**src/rtl/fifo_frame_reader_if.sv**
```systemverilog
// rtl/fifo_frame_reader_if.sv - FIFO read port and output stream bundle for fifo_frame_reader
interface fifo_frame_reader_if #(
  parameter int DATA_WIDTH  = 16,
  parameter int LEVEL_WIDTH = 15
);
  // FIFO read side
  logic                   fifo_rd_en;
  logic [DATA_WIDTH-1:0]  fifo_rd_data;
  logic                   fifo_rd_empty;
  logic [LEVEL_WIDTH-1:0] fifo_rd_water_level;
  // Framed output stream
  logic [DATA_WIDTH-1:0]  m_data;
  logic                   m_valid;
  logic                   m_ready;
  logic                   m_sop;
  logic                   m_eop;

  // Reader side: drives the FIFO read enable and the output stream
  modport master (
    output fifo_rd_en,
    input  fifo_rd_data,
    input  fifo_rd_empty,
    input  fifo_rd_water_level,
    output m_data,
    output m_valid,
    input  m_ready,
    output m_sop,
    output m_eop
  );

  // Environment side: the FIFO plus the downstream consumer
  modport slave (
    input  fifo_rd_en,
    output fifo_rd_data,
    output fifo_rd_empty,
    output fifo_rd_water_level,
    input  m_data,
    input  m_valid,
    output m_ready,
    input  m_sop,
    input  m_eop
  );
endinterface

```
**src/rtl/fifo_frame_reader.sv**
```systemverilog
// rtl/fifo_frame_reader.sv - drains whole frames from the read side of a FIFO into a framed stream
module fifo_frame_reader #(
  parameter int DATA_WIDTH  = 16,
  parameter int LEVEL_WIDTH = 15,
  parameter int FRAME_LEN   = 1024
) (
  input  logic                rd_clk,
  input  logic                rd_rst,
  input  logic                enable,
  fifo_frame_reader_if.master bus,
  output logic                busy,
  output logic [15:0]         frame_cnt
);

  // Counters share the level width: FRAME_LEN <= 2^(LEVEL_WIDTH-1) always fits.
  localparam int CW = LEVEL_WIDTH;
  localparam logic [CW-1:0] FLEN = CW'(FRAME_LEN);
  localparam logic [CW-1:0] LAST = CW'(FRAME_LEN - 1);

  typedef enum logic [1:0] {IDLE, WAIT_LEVEL, READ, DRAIN} state_t;

  state_t                state_q, state_d;
  logic [CW-1:0]         rd_issued_q, rd_issued_d;
  logic [CW-1:0]         out_idx_q, out_idx_d;
  logic                  inflight_q;
  logic [DATA_WIDTH-1:0] buf0_q, buf1_q;   // buf0_q is the head entry
  logic [1:0]            count_q;
  logic [15:0]           frame_cnt_q;

  logic                  rd_en;
  logic                  pop;
  logic                  push;
  logic                  last_pop;
  logic [2:0]            occ;

  assign pop      = (count_q != 2'd0) & bus.m_ready;
  assign push     = inflight_q;
  assign last_pop = pop & (out_idx_q == LAST);
  // Slots committed after this cycle's pop; a new read is only issued if
  // its data (arriving next cycle) is guaranteed a free entry.
  assign occ      = {1'b0, count_q} + {2'b00, inflight_q} - {2'b00, pop};
  assign rd_en    = (state_q == READ) & (rd_issued_q < FLEN) &
                    !bus.fifo_rd_empty & (occ < 3'd2);

  // State, counters and in-flight flag
  always_ff @(posedge rd_clk or posedge rd_rst) begin
    if (rd_rst) begin
      state_q     <= IDLE;
      rd_issued_q <= '0;
      out_idx_q   <= '0;
      inflight_q  <= 1'b0;
      frame_cnt_q <= 16'd0;
    end else begin
      state_q     <= state_d;
      rd_issued_q <= rd_issued_d;
      out_idx_q   <= out_idx_d;
      inflight_q  <= rd_en;
      if (last_pop) begin
        frame_cnt_q <= frame_cnt_q + 16'd1;
      end
    end
  end

  // Next-state and counter updates; enable only matters outside a frame
  always_comb begin
    state_d     = state_q;
    rd_issued_d = rd_issued_q;
    out_idx_d   = out_idx_q;
    if (rd_en) begin
      rd_issued_d = rd_issued_q + CW'(1);
    end
    if (pop) begin
      out_idx_d = last_pop ? '0 : out_idx_q + CW'(1);
    end
    case (state_q)
      IDLE: begin
        if (enable) state_d = WAIT_LEVEL;
      end
      WAIT_LEVEL: begin
        if (!enable) begin
          state_d = IDLE;
        end else if (bus.fifo_rd_water_level >= FLEN) begin
          state_d = READ;
        end
      end
      READ: begin
        if (rd_en && (rd_issued_q == LAST)) state_d = DRAIN;
      end
      DRAIN: begin
        if (last_pop) begin
          state_d     = enable ? WAIT_LEVEL : IDLE;
          rd_issued_d = '0;
        end
      end
      default: state_d = IDLE;
    endcase
  end

  // Two-entry output buffer fed by the read data one cycle after each read
  always_ff @(posedge rd_clk or posedge rd_rst) begin
    if (rd_rst) begin
      buf0_q  <= '0;
      buf1_q  <= '0;
      count_q <= 2'd0;
    end else begin
      case ({push, pop})
        2'b10: begin
          if (count_q == 2'd0) buf0_q <= bus.fifo_rd_data;
          else                 buf1_q <= bus.fifo_rd_data;
          count_q <= count_q + 2'd1;
        end
        2'b01: begin
          buf0_q  <= buf1_q;
          count_q <= count_q - 2'd1;
        end
        2'b11: begin
          if (count_q == 2'd1) begin
            buf0_q <= bus.fifo_rd_data;
          end else begin
            buf0_q <= buf1_q;
            buf1_q <= bus.fifo_rd_data;
          end
        end
        default: ;
      endcase
    end
  end

  assign bus.fifo_rd_en = rd_en;
  assign bus.m_valid    = (count_q != 2'd0);
  assign bus.m_data     = buf0_q;
  assign bus.m_sop      = bus.m_valid & (out_idx_q == '0);
  assign bus.m_eop      = bus.m_valid & (out_idx_q == LAST);
  assign busy           = (state_q == READ) | (state_q == DRAIN);
  assign frame_cnt      = frame_cnt_q;

endmodule

```
**src/flat_wrapper.sv**
```systemverilog
// flat-port wrapper written by rule: the top's interface ports become plain ports
module fifo_frame_reader_flat 
#(
  parameter int DATA_WIDTH  = 16,
  parameter int LEVEL_WIDTH = 15,
  parameter int FRAME_LEN   = 1024
)
  (rd_clk, rd_rst, enable, busy, frame_cnt, bus_fifo_rd_en, bus_fifo_rd_data, bus_fifo_rd_empty, bus_fifo_rd_water_level, bus_m_data, bus_m_valid, bus_m_ready, bus_m_sop, bus_m_eop);
  fifo_frame_reader_if #(.DATA_WIDTH(DATA_WIDTH), .LEVEL_WIDTH(LEVEL_WIDTH)) bus_i ();
  input  logic rd_clk;
  input  logic rd_rst;
  input  logic enable;
  output logic busy;
  output logic [15:0] frame_cnt;
  output wire logic [$bits(bus_i.fifo_rd_en)-1:0] bus_fifo_rd_en;
  input wire logic [$bits(bus_i.fifo_rd_data)-1:0] bus_fifo_rd_data;
  input wire logic [$bits(bus_i.fifo_rd_empty)-1:0] bus_fifo_rd_empty;
  input wire logic [$bits(bus_i.fifo_rd_water_level)-1:0] bus_fifo_rd_water_level;
  output wire logic [$bits(bus_i.m_data)-1:0] bus_m_data;
  output wire logic [$bits(bus_i.m_valid)-1:0] bus_m_valid;
  input wire logic [$bits(bus_i.m_ready)-1:0] bus_m_ready;
  output wire logic [$bits(bus_i.m_sop)-1:0] bus_m_sop;
  output wire logic [$bits(bus_i.m_eop)-1:0] bus_m_eop;
  assign bus_fifo_rd_en = bus_i.fifo_rd_en;
  assign bus_i.fifo_rd_data = bus_fifo_rd_data;
  assign bus_i.fifo_rd_empty = bus_fifo_rd_empty;
  assign bus_i.fifo_rd_water_level = bus_fifo_rd_water_level;
  assign bus_m_data = bus_i.m_data;
  assign bus_m_valid = bus_i.m_valid;
  assign bus_i.m_ready = bus_m_ready;
  assign bus_m_sop = bus_i.m_sop;
  assign bus_m_eop = bus_i.m_eop;
  fifo_frame_reader #(.DATA_WIDTH(DATA_WIDTH), .LEVEL_WIDTH(LEVEL_WIDTH), .FRAME_LEN(FRAME_LEN)) u_core (.rd_clk(rd_clk), .rd_rst(rd_rst), .enable(enable), .bus(bus_i), .busy(busy), .frame_cnt(frame_cnt));
endmodule
```
**config.mk**
```make
export PLATFORM = sky130hd
export DESIGN_NAME = fifo_frame_reader_flat
export DESIGN_NICKNAME = d
export VERILOG_FILES = /design/src/rtl/fifo_frame_reader_if.sv /design/src/rtl/fifo_frame_reader.sv /design/src/flat_wrapper.sv
export SDC_FILE = /design/constraint.sdc
export NUM_CORES = 1
export LEC_CHECK = 0
export ABC_AREA = 1
export CELL_PAD_IN_SITES_DETAIL_PLACEMENT = 0
export CELL_PAD_IN_SITES_GLOBAL_PLACEMENT = 2
export CORE_MARGIN = 2
export CORE_UTILIZATION = 32
export CTS_BUF_LIST = sky130_fd_sc_hd__clkbuf_8
export DETAILED_ROUTE_END_ITERATION = 8
export GPL_ROUTABILITY_DRIVEN = 0
export PLACE_DENSITY = 0.81
export SYNTH_ARGS = -nofsm -noshare
export SYNTH_HDL_FRONTEND = slang
export SYNTH_SLANG_ARGS = --single-unit
```
**constraint.sdc**
```tcl
create_clock -name rd_clk -period 3.4 [get_ports rd_clk]
set_clock_uncertainty 0.2 [all_clocks]
set_input_delay 0.34 -clock rd_clk [delete_from_list [all_inputs] [get_ports rd_clk]]
set_output_delay 0.34 -clock rd_clk [all_outputs]
set_load 0.01 [all_outputs]
```
==> impl_metrics.py, run 1 <==
metrics = {
    "cts": {
        "ctsHoldBuffers": 0,
        "clk_pin_slew_ns": 0.10,
        "clk_latency_ns": 0.37,
        "cts_tree": "built",
        "h-tree-depth": 3,
        "cts_sinks": 83,
        "cts_buffer_depth": 2,
        "cts-root-buf": "clkbuf_8",
        "numCtsBuffers": 9,
    },
    "finish": {
        "drive_gt1_frac": 0.1172,
        "n_antenna_cell": 0,
        "fin_cells": 799,
        "final_area_sq_mm": 0.005474,
        "final_nets": 662,
        "area_delta_synth_final_pct": 24.18,
        "fin_util": 0.4101,
    },
    "pwr": {
        "swShare": 0.3587,
        "internal_power_mw": 1.909,
        "switching_power_mw": 1.068,
        "pwr-share-clk": 0.233,
        "vdd_drop_max_mv": 0.3028,
        "power_mw": 2.978,
        "comb_power_share": 0.340,
        "cellLeakagePower_nw": 2.608,
        "powerDensity_mw_per_mm2": 544.0,
        "power_frac_seq": 0.427,
    },
    "setup_path": {
        "cp_max_fo": 3,
        "crit_arrival_ns": 2.64,
        "crit_type": "reg2out",
        "ff2ff_setup_slack_ns": 0.65,
        "cp.required_ns": 2.86,
        "startpoint_type": "flip-flop",
        "endpoint_kind": "output port",
    },
    "sta": {
        "drv_slew": 0,
        "setup_viol": 0,
        "finalHoldViolations": 0,
        "worst_slew_pin_slew_ns": 1.174,
        "relSlewSlack": 0.2147,
        "worst_slack_ns": 0.2235,
        "whs_ns": 0.1900,
        "rsz0062_at_grt": "false",
        "fin_crit_sh": 0.9343,
        "min_period_ns": 3.177,
        "finalSetupTns_ns": 0,
        "max_freq_mhz": 314.8,
    },
    "global_route": {
        "met3_usage": 0.04229,
        "grt_usage": 0.1516,
        "gr-total-overflow": 0,
        "grt_max_degree": 84,
        "grt_pass1_wl_microns": 17530,
        "gr-max-usage-layer": "met2",
        "antenna_found_initial": 0,
        "met2_usage": 0.2567,
        "grt_pass1_vias": 3684,
        "met1_usage": 0.1872,
    },
    "place": {
        "portBuffers": 62,
        "place_ws_ns": -0.03924,
        "dpl-instance-area_sq_mm": 0.005255,
        "dp_cells": 780,
        "dp_hpwl_microns": 7057,
    },
    "floorplanning": {
        "rows": 42,
        "core_area_sq_mm": 0.01335,
        "die_height_microns": 121.4,
        "die_w_microns": 121.4,
        "pin_count": 73,
        "initial_core_util": 0.3302,
        "dieArea_sq_mm": 0.01473,
    },
    "min_path": {
        "hold_path_class": "in2async",
    },
    "yosys": {
        "syn-num-nets": 590,
        "async_reset_ff_frac": 1.000,
        "synth_enable_flop_cells": 0,
        "ys.warnings.count": 0,
        "postSynthAreaPerCell_sq_um": 8.073,
        "synthFlopType": "dfrtp_1",
        "ys_types": 39,
        "ys_ff_latch": 83,
        "ys_seq_area_frac": 0.4712,
        "syn_inst": 546,
        "syn_area_sq_mm": 0.004408,
    },
    "detailed_routing": {
        "drt_iter0_drc": 204,
        "drt.antenna.violating_nets": 0,
        "via_per_inst": 4.623,
        "vias": 3694,
        "drcViolationCount": 0,
        "first_pass_iters": 4,
        "wl_microns": 10260,
        "wl_per_cell_microns": 12.84,
    },
    "outcome": {
        "status": "finished, final reports clean",
    },
    "job": {
        "cap_violations": 0,
    },
}
==> power by group through the flow <==
stage	clock (mW)	sequential [mW]	combinational, mW
floorplan	0	1.32	0.501
global placement	0	1.29	0.949
detailed placement	0	1.29	0.969
CTS	0.731	1.27	1.00
global route	0.766	1.29	1.13
finish	0.693	1.27	1.01
==> cell type report <==
| type | count | area [sq um] |
|---|---|---|
| Fill cell | 1400 | 7874 |
| Sequential cell | 83 | 2077 |
| Multi-Input combinational cell | 371 | 1968 |
| Timing Repair Buffer | 75 | 732.0 |
| Inverter | 78 | 294.0 |
| Tap cell | 176 | 220.2 |
| Clock buffer | 9 | 123.9 |
| Clock inverter | 7 | 58.81 |
==> critical path, cell delays in order (launching register included) <==
cell	delay, ns
dfrtp_1	0.36
inv_1	0.07
ha_4	0.17
inv_2	0.06
nand2_2	0.05
ha_1	0.33
inv_2	0.08
nand2_1	0.06
fa_1	0.52
nand3_1	0.10
nor2_2	0.12
nand2_2	0.08
inv_2	0.06
clkdlybuf4s15_2	0.22
==> what timing repair did <==
action	4_1_cts	5_1_grt
pin swaps	1	2
setup endpoints to repair	1	1
resized for setup	3	4
endpoints found under the hold margin	0	0
cloned	0	0
setup buffers	2	1
==> cells in the mapped netlist, types with 2 or more instances <==
library cell / n / area share
nand3_1: 39 / 0.044
nand3_2: 2 / 0.0045
clkbuf_1: 5 / 0.0043
xor2_1: 25 / 0.050
nor2_2: 11 / 0.016
nand2_1: 119 / 0.10
a31oi_1: 16 / 0.023
dfrtp_1: 83 / 0.47
nor2_1: 69 / 0.059
nand2_2: 4 / 0.0057
ha_1: 7 / 0.020
o21ai_0: 30 / 0.034
inv_2: 6 / 0.0051
nor3_1: 10 / 0.011
or2_2: 4 / 0.0057
xnor2_1: 4 / 0.0079
a21oi_1: 3 / 0.0034
nor2_4: 2 / 0.0051
buf_2: 5 / 0.0057
a21oi_2: 2 / 0.0040
nand4_1: 11 / 0.016
inv_1: 72 / 0.061
==> path summary, 6_finish.rpt <==
path / start / end / cells past startpoint
setup reg to reg: u_core.count_q[0] / u_core.rd_issued_q[3] / 16
min in group rd_clk: u_core.out_idx_q[14] / u_core.out_idx_q[14] / 1
setup / recovery: u_core.count_q[0] / bus_fifo_rd_en / 13
max in group asynchronous: rd_rst / u_core.rd_issued_q[7] / 3
hold reg to reg: u_core.out_idx_q[14] / u_core.out_idx_q[14] / 1
hold / removal: rd_rst / u_core.buf1_q[10] / 3
==> cell families after synthesis <==
logic type      Yosys count  share of synthesized area
fa+ha+maj                 8                    0.02441
flops                    83                     0.4712
xor+xnor                 29                    0.05762
simple gates            277                     0.2844
buf+inv                  92                    0.08601
compound gates           57                    0.07635
==> cell usage in the layout, fill, tap and decap left out, types with 2 or more instances in the layout <==
cell type        instances
nand2_1                119
dfrtp_1                 83
inv_1                   69
nor2_1                  69
clkdlybuf4s50_1         61
nand3_1                 39
o21ai_0                 30
xor2_1                  25
a31oi_1                 16
buf_4                   12
nand4_1                 11
nor2_2                  11
nor3_1                  10
clkbuf_8                 9
inv_2                    8
ha_1                     6
nand2_2                  4
or2_2                    4
xnor2_1                  4
inv_6                    4
a21oi_1                  3
nand3_2                  2
nor2_4                   2
o21ai_2                  2
a21oi_2                  2
clkinvlp_4               2
==> flip-flops by register name, indices dropped and copies added (netlist names), named ones only <==
name and flops:
u_core.buf1_q 16, u_core.bus.m_data 16, u_core.count_q 2, u_core.frame_cnt 16, u_core.inflight_q 1, u_core.out_idx_q 15
u_core.rd_issued_q 15, u_core.state_q 1
==> layer usage <==
layer | part of all wire | wire length, microns
met5 | 0 | 0
met4 | 0.012 | 127
met3 | 0.042 | 430
met2 | 0.48 | 4933
met1 | 0.46 | 4765
Power figures use the tool's default switching activity.
==> run 2: changes to the inputs <==
PLACE_DENSITY = default   (was 0.81)
PLACE_DENSITY_LB_ADDON = 0.1   (was default)
==> impl_metrics.py, run 2 (synthesized netlist as in run 1, its figures left out) <==
metrics = {
    "place": {
        "dp_cells": 784,
        "place_ws_ns": -0.01036,
        "portBuffers": 62,
        "dp_hpwl_microns": 7234,
        "dpl-instance-area_sq_mm": 0.005285,
    },
    "finish": {
        "n_antenna_cell": 0,
        "layout_common_cells": "119 x nand2_1, 83 x dfrtp_1, 71 x inv_1, 69 x nor2_1, 61 x clkdlybuf4s50_1",
        "regArea_sq_mm": 0.002077,
        "final_area_sq_mm": 0.005490,
        "fin_util": 0.4113,
        "fin_cells": 800,
        "area_delta_synth_final_pct": 24.55,
        "nFillCells": 1418,
        "multi_input_area_sq_mm": 0.001968,
        "final_nets": 664,
        "layout_commonest_cell": "nand2_1",
        "drive_gt1_frac": 0.1154,
    },
    "setup_path": {
        "cp_max_fo": 4,
        "crit_arrival_ns": 2.59,
        "crit_type": "reg2out",
        "r2r-start": "u_core.count_q[1]",
        "endpoint_kind": "output port",
        "ff2ff_setup_slack_ns": 0.59,
        "startpoint_type": "flip-flop",
        "cp.required_ns": 2.86,
        "rr_worst_depth": 16,
        "reg2reg_to": "u_core.rd_issued_q[2]",
    },
    "pwr": {
        "power_frac_seq": 0.421,
        "internal_power_mw": 1.972,
        "powerDensity_mw_per_mm2": 549.1,
        "vdd_drop_max_mv": 0.2807,
        "power_mw": 3.014,
        "switching_power_mw": 1.042,
        "cellLeakagePower_nw": 2.633,
        "pwr-share-clk": 0.241,
        "swShare": 0.3458,
        "comb_power_share": 0.338,
    },
    "detailed_routing": {
        "wl_per_cell_microns": 13.10,
        "drcViolationCount": 0,
        "via_per_inst": 4.563,
        "wl_microns": 10480,
        "vias": 3650,
        "drt.antenna.violating_nets": 0,
        "first_pass_iters": 7,
        "drt_iter0_drc": 152,
    },
    "floorplanning": {
        "pin_count": 73,
        "rows": 42,
        "core_area_sq_mm": 0.01335,
        "die_w_microns": 121.4,
        "dieArea_sq_mm": 0.01473,
        "die_height_microns": 121.4,
        "initial_core_util": 0.3302,
    },
    "cts": {
        "h-tree-depth": 3,
        "cts_buffer_depth": 2,
        "clk_latency_ns": 0.37,
        "numCtsBuffers": 9,
        "clk_pin_slew_ns": 0.09,
        "cts_sinks": 83,
        "cts-root-buf": "clkbuf_8",
        "cts_tree": "built",
    },
    "min_path": {
        "hold_path_class": "in2async",
    },
    "sta": {
        "fin_crit_sh": 0.9199,
        "whs_ns": 0.1198,
        "finalHoldViolations": 0,
        "max_freq_mhz": 319.7,
        "setup_viol": 0,
        "finalSetupTns_ns": 0,
        "worst_slew_pin_slew_ns": 0.7886,
        "relSlewSlack": 0.4727,
        "worst_slack_ns": 0.2724,
        "min_period_ns": 3.128,
        "drv_slew": 0,
    },
    "global_route": {
        "grt_max_degree": 56,
        "grt_pass1_wl_microns": 17910,
        "gr-total-overflow": 0,
        "grt_usage": 0.1566,
        "grt_pass1_vias": 3589,
        "antenna_found_initial": 0,
    },
    "outcome": {
        "status": "finished, final reports clean",
    },
    "job": {
        "cap_violations": 0,
    },
}
## run 2: cell type report
| type | count | share of cell area |
|---|---|---|
| Tap cell | 176 | 0.04011 |
| Clock buffer | 9 | 0.02256 |
| Inverter | 78 | 0.05356 |
| Multi-Input combinational cell | 371 | 0.3585 |
| Clock inverter | 6 | 0.01208 |
| Sequential cell | 83 | 0.3783 |
| Timing Repair Buffer | 77 | 0.1349 |
## run 2: worst max-delay path: stages (launching register included)
cell      delay (ns)
dfrtp_1         0.35
inv_1           0.09
ha_4            0.18
inv_2           0.05
nand2_2         0.05
ha_1            0.30
inv_1           0.08
nand2_1         0.06
fa_1            0.52
nand3_1         0.10
nor2_2          0.12
nand2_2         0.11
inv_2           0.07
clkbuf_2        0.12
## run 2: repair_timing
item | CTS | global route
resized for setup | 4 | 1
setup buffers | 0 | 1
hold buffers | 0 | 0
pin swaps | 1 | 2
endpoints found under the setup margin | 1 | 1
## run 2: power groups by stage
stage	Sequential, mW	Clock [mW]	Combinational [mW]
after global routing	1.30	0.797	1.14
after CTS	1.27	0.758	1.02
final	1.27	0.727	1.02
after global placement	1.29	0	0.983
after detailed placement	1.29	0	0.991
after floorplan	1.32	0	0.501
## run 2: worst max-delay path by stage
stage,from,end,slack [ns],depth (start not counted)
2_1_floorplan,u_core.count_q[1],u_core.rd_issued_q[6],0.57,15
3_3_place_gp,bus_m_ready,bus_fifo_rd_en,-0.04,11
3_5_place_dp,bus_m_ready,bus_fifo_rd_en,-0.01,11
4_1_cts,u_core.count_q[1],bus_fifo_rd_en,0.01,13
5_1_grt,u_core.count_q[1],bus_fifo_rd_en,-0.0001,13
6_report,u_core.count_q[1],bus_fifo_rd_en,0.27,13
## run 2: layer usage
layer  up-vias  wire, microns  global-route usage
li1       1870              -                   -
met1      1714           5042              0.2158
met2        57           4861              0.2384
met3         9            477             0.04793
met4         0            101             0.04310
met5         -              0                   0
==> run 3: changes to the inputs <==
CELL_PAD_IN_SITES_DETAIL_PLACEMENT = 1   (was 0)
CELL_PAD_IN_SITES_GLOBAL_PLACEMENT = 1   (was 2)
CORE_UTILIZATION = 41   (was 32)
==> impl_metrics.py, run 3 (synthesized netlist as in run 1, its figures left out) <==
metrics = {
    "global_route": {
        "gr-total-overflow": 0,
        "grt_usage": 0.2093,
        "grt_max_degree": 53,
        "grt_pass1_vias": 4054,
        "grt_pass1_wl_microns": 19210,
        "antenna_found_initial": 0,
    },
    "finish": {
        "final_nets": 661,
        "drive_gt1_frac": 0.1109,
        "fin_cells": 758,
        "layout_commonest_cell": "nand2_1",
        "layout_common_cells": "119 x nand2_1, 83 x dfrtp_1, 71 x inv_1, 69 x nor2_1, 61 x clkdlybuf4s50_1",
        "nFillCells": 1261,
        "fin_util": 0.5264,
        "area_delta_synth_final_pct": 23.84,
        "n_antenna_cell": 0,
    },
    "floorplanning": {
        "pin_count": 73,
        "rows": 37,
        "dieArea_sq_mm": 0.01160,
        "initial_core_util": 0.4251,
        "die_height_microns": 107.7,
        "core_area_sq_mm": 0.01037,
        "die_w_microns": 107.7,
    },
    "cts": {
        "numCtsBuffers": 9,
        "cts_buffer_depth": 2,
        "h-tree-depth": 3,
        "cts-root-buf": "clkbuf_8",
        "clk_pin_slew_ns": 0.09,
        "cts_tree": "built",
        "cts_sinks": 83,
        "clk_latency_ns": 0.36,
        "ctsHoldBuffers": 0,
    },
    "place": {
        "place_ws_ns": 0.006480,
        "portBuffers": 62,
        "dp_hpwl_microns": 8069,
        "dp_cells": 740,
    },
    "setup_path": {
        "crit_family": "adder cells",
        "crit_buf_inv": 5,
        "cp_max_fo": 3,
        "cpPeakStageDelay_ns": 0.52,
        "cp.required_ns": 2.86,
        "endpoint_kind": "output port",
        "worst_path_max_delay_cell": "fa_1",
        "crit_arrival_ns": 2.66,
        "crit_type": "reg2out",
        "path_cells": "inv_1, ha_4, inv_2, nand2_2, ha_1, inv_1, nand2_1, fa_1, nand3_1, nor2_2, nand2_2, inv_2, clkdlybuf4s15_1",
        "startpoint_type": "flip-flop",
    },
    "sta": {
        "finalHoldViolations": 0,
        "worst_slack_ns": 0.1972,
        "min_period_ns": 3.203,
        "max_freq_mhz": 312.2,
        "fin_crit_sh": 0.9420,
        "setup_viol": 0,
        "worst_slew_pin_slew_ns": 1.151,
        "finalSetupTns_ns": 0,
        "drv_slew": 0,
        "relSlewSlack": 0.2306,
        "rsz0062_at_grt": "false",
    },
    "detailed_routing": {
        "first_pass_iters": 4,
        "drcViolationCount": 0,
        "via_per_inst": 4.989,
        "vias": 3782,
        "wl_microns": 11100,
        "drt.antenna.violating_nets": 0,
        "drt_iter0_drc": 115,
        "wl_per_cell_microns": 14.64,
    },
    "pwr": {
        "cellLeakagePower_nw": 2.628,
        "powerDensity_mw_per_mm2": 573.3,
        "vdd_drop_max_mv": 0.3089,
    },
    "job": {
        "cap_violations": 0,
    },
    "min_path": {
        "hold_path_class": "in2async",
    },
    "outcome": {
        "status": "finished, final reports clean",
    },
}
-- run 3: cell count changes in the layout (fill, tap and decap cells not counted), sizes merged --
cell	change
inv	-1
clkdlybuf4s15	+1
bufinv	+1
buf	-3
clkinv	-2
clkinvlp	+2
-- run 3: cell type report --
type                       instances  area, sq um  area share
sequential                        83         2077      0.3805
tap                              136        170.2     0.03117
multi-input combinational        371         1968      0.3605
clock inverter                     6        88.84     0.01627
inverter                          78        294.0     0.05386
timing repair buffer              74        723.2      0.1325
clock buffer                      10        137.6     0.02521
-- run 3: layer usage --
layer,track usage,wire length (microns)
met5,0,0
met1,0.2648,5103
met3,0.03208,311
met2,0.3616,5507
met4,0.07601,174
-- run 3: timing repair --
action / 4_1_cts / 5_1_grt
endpoints found under the setup margin: 1 / 1
pin swaps: 1 / 2
resized for setup: 2 / 2
buffers inserted: 2 / 0
-- run 3: final timing paths --
check                                startpoint                     to  slack, ns  depth (start not counted)
min reg2reg                u_core.out_idx_q[14]   u_core.out_idx_q[14]       0.29                          1
min in group rd_clk        u_core.out_idx_q[14]   u_core.out_idx_q[14]       0.29                          1
max                           u_core.count_q[1]         bus_fifo_rd_en       0.20                         13
max reg2reg                   u_core.count_q[1]  u_core.rd_issued_q[7]       0.58                         15
min                                      rd_rst  u_core.rd_issued_q[0]       0.15                          2
max in group asynchronous                rd_rst   u_core.bus.m_data[0]       2.16                          3
-- run 3: per-stage QoR --
stage          area [sq um]  hold WS, ns  total power, mW
2_1_floorplan          4408       0.2426            1.823
5_1_grt                5459       0.1936            3.329
3_3_place_gp           5205       0.2605            2.230
4_1_cts                5448       0.1664            3.150
3_5_place_dp           5205       0.2792            2.289
6_report               5459       0.1542            3.129
-- run 3: power breakdown --
part	switching [mW]	internal, mW	total (mW)
clock	0.383	0.434	0.817
sequential	0.125	1.15	1.27
combinational	0.559	0.482	1.04
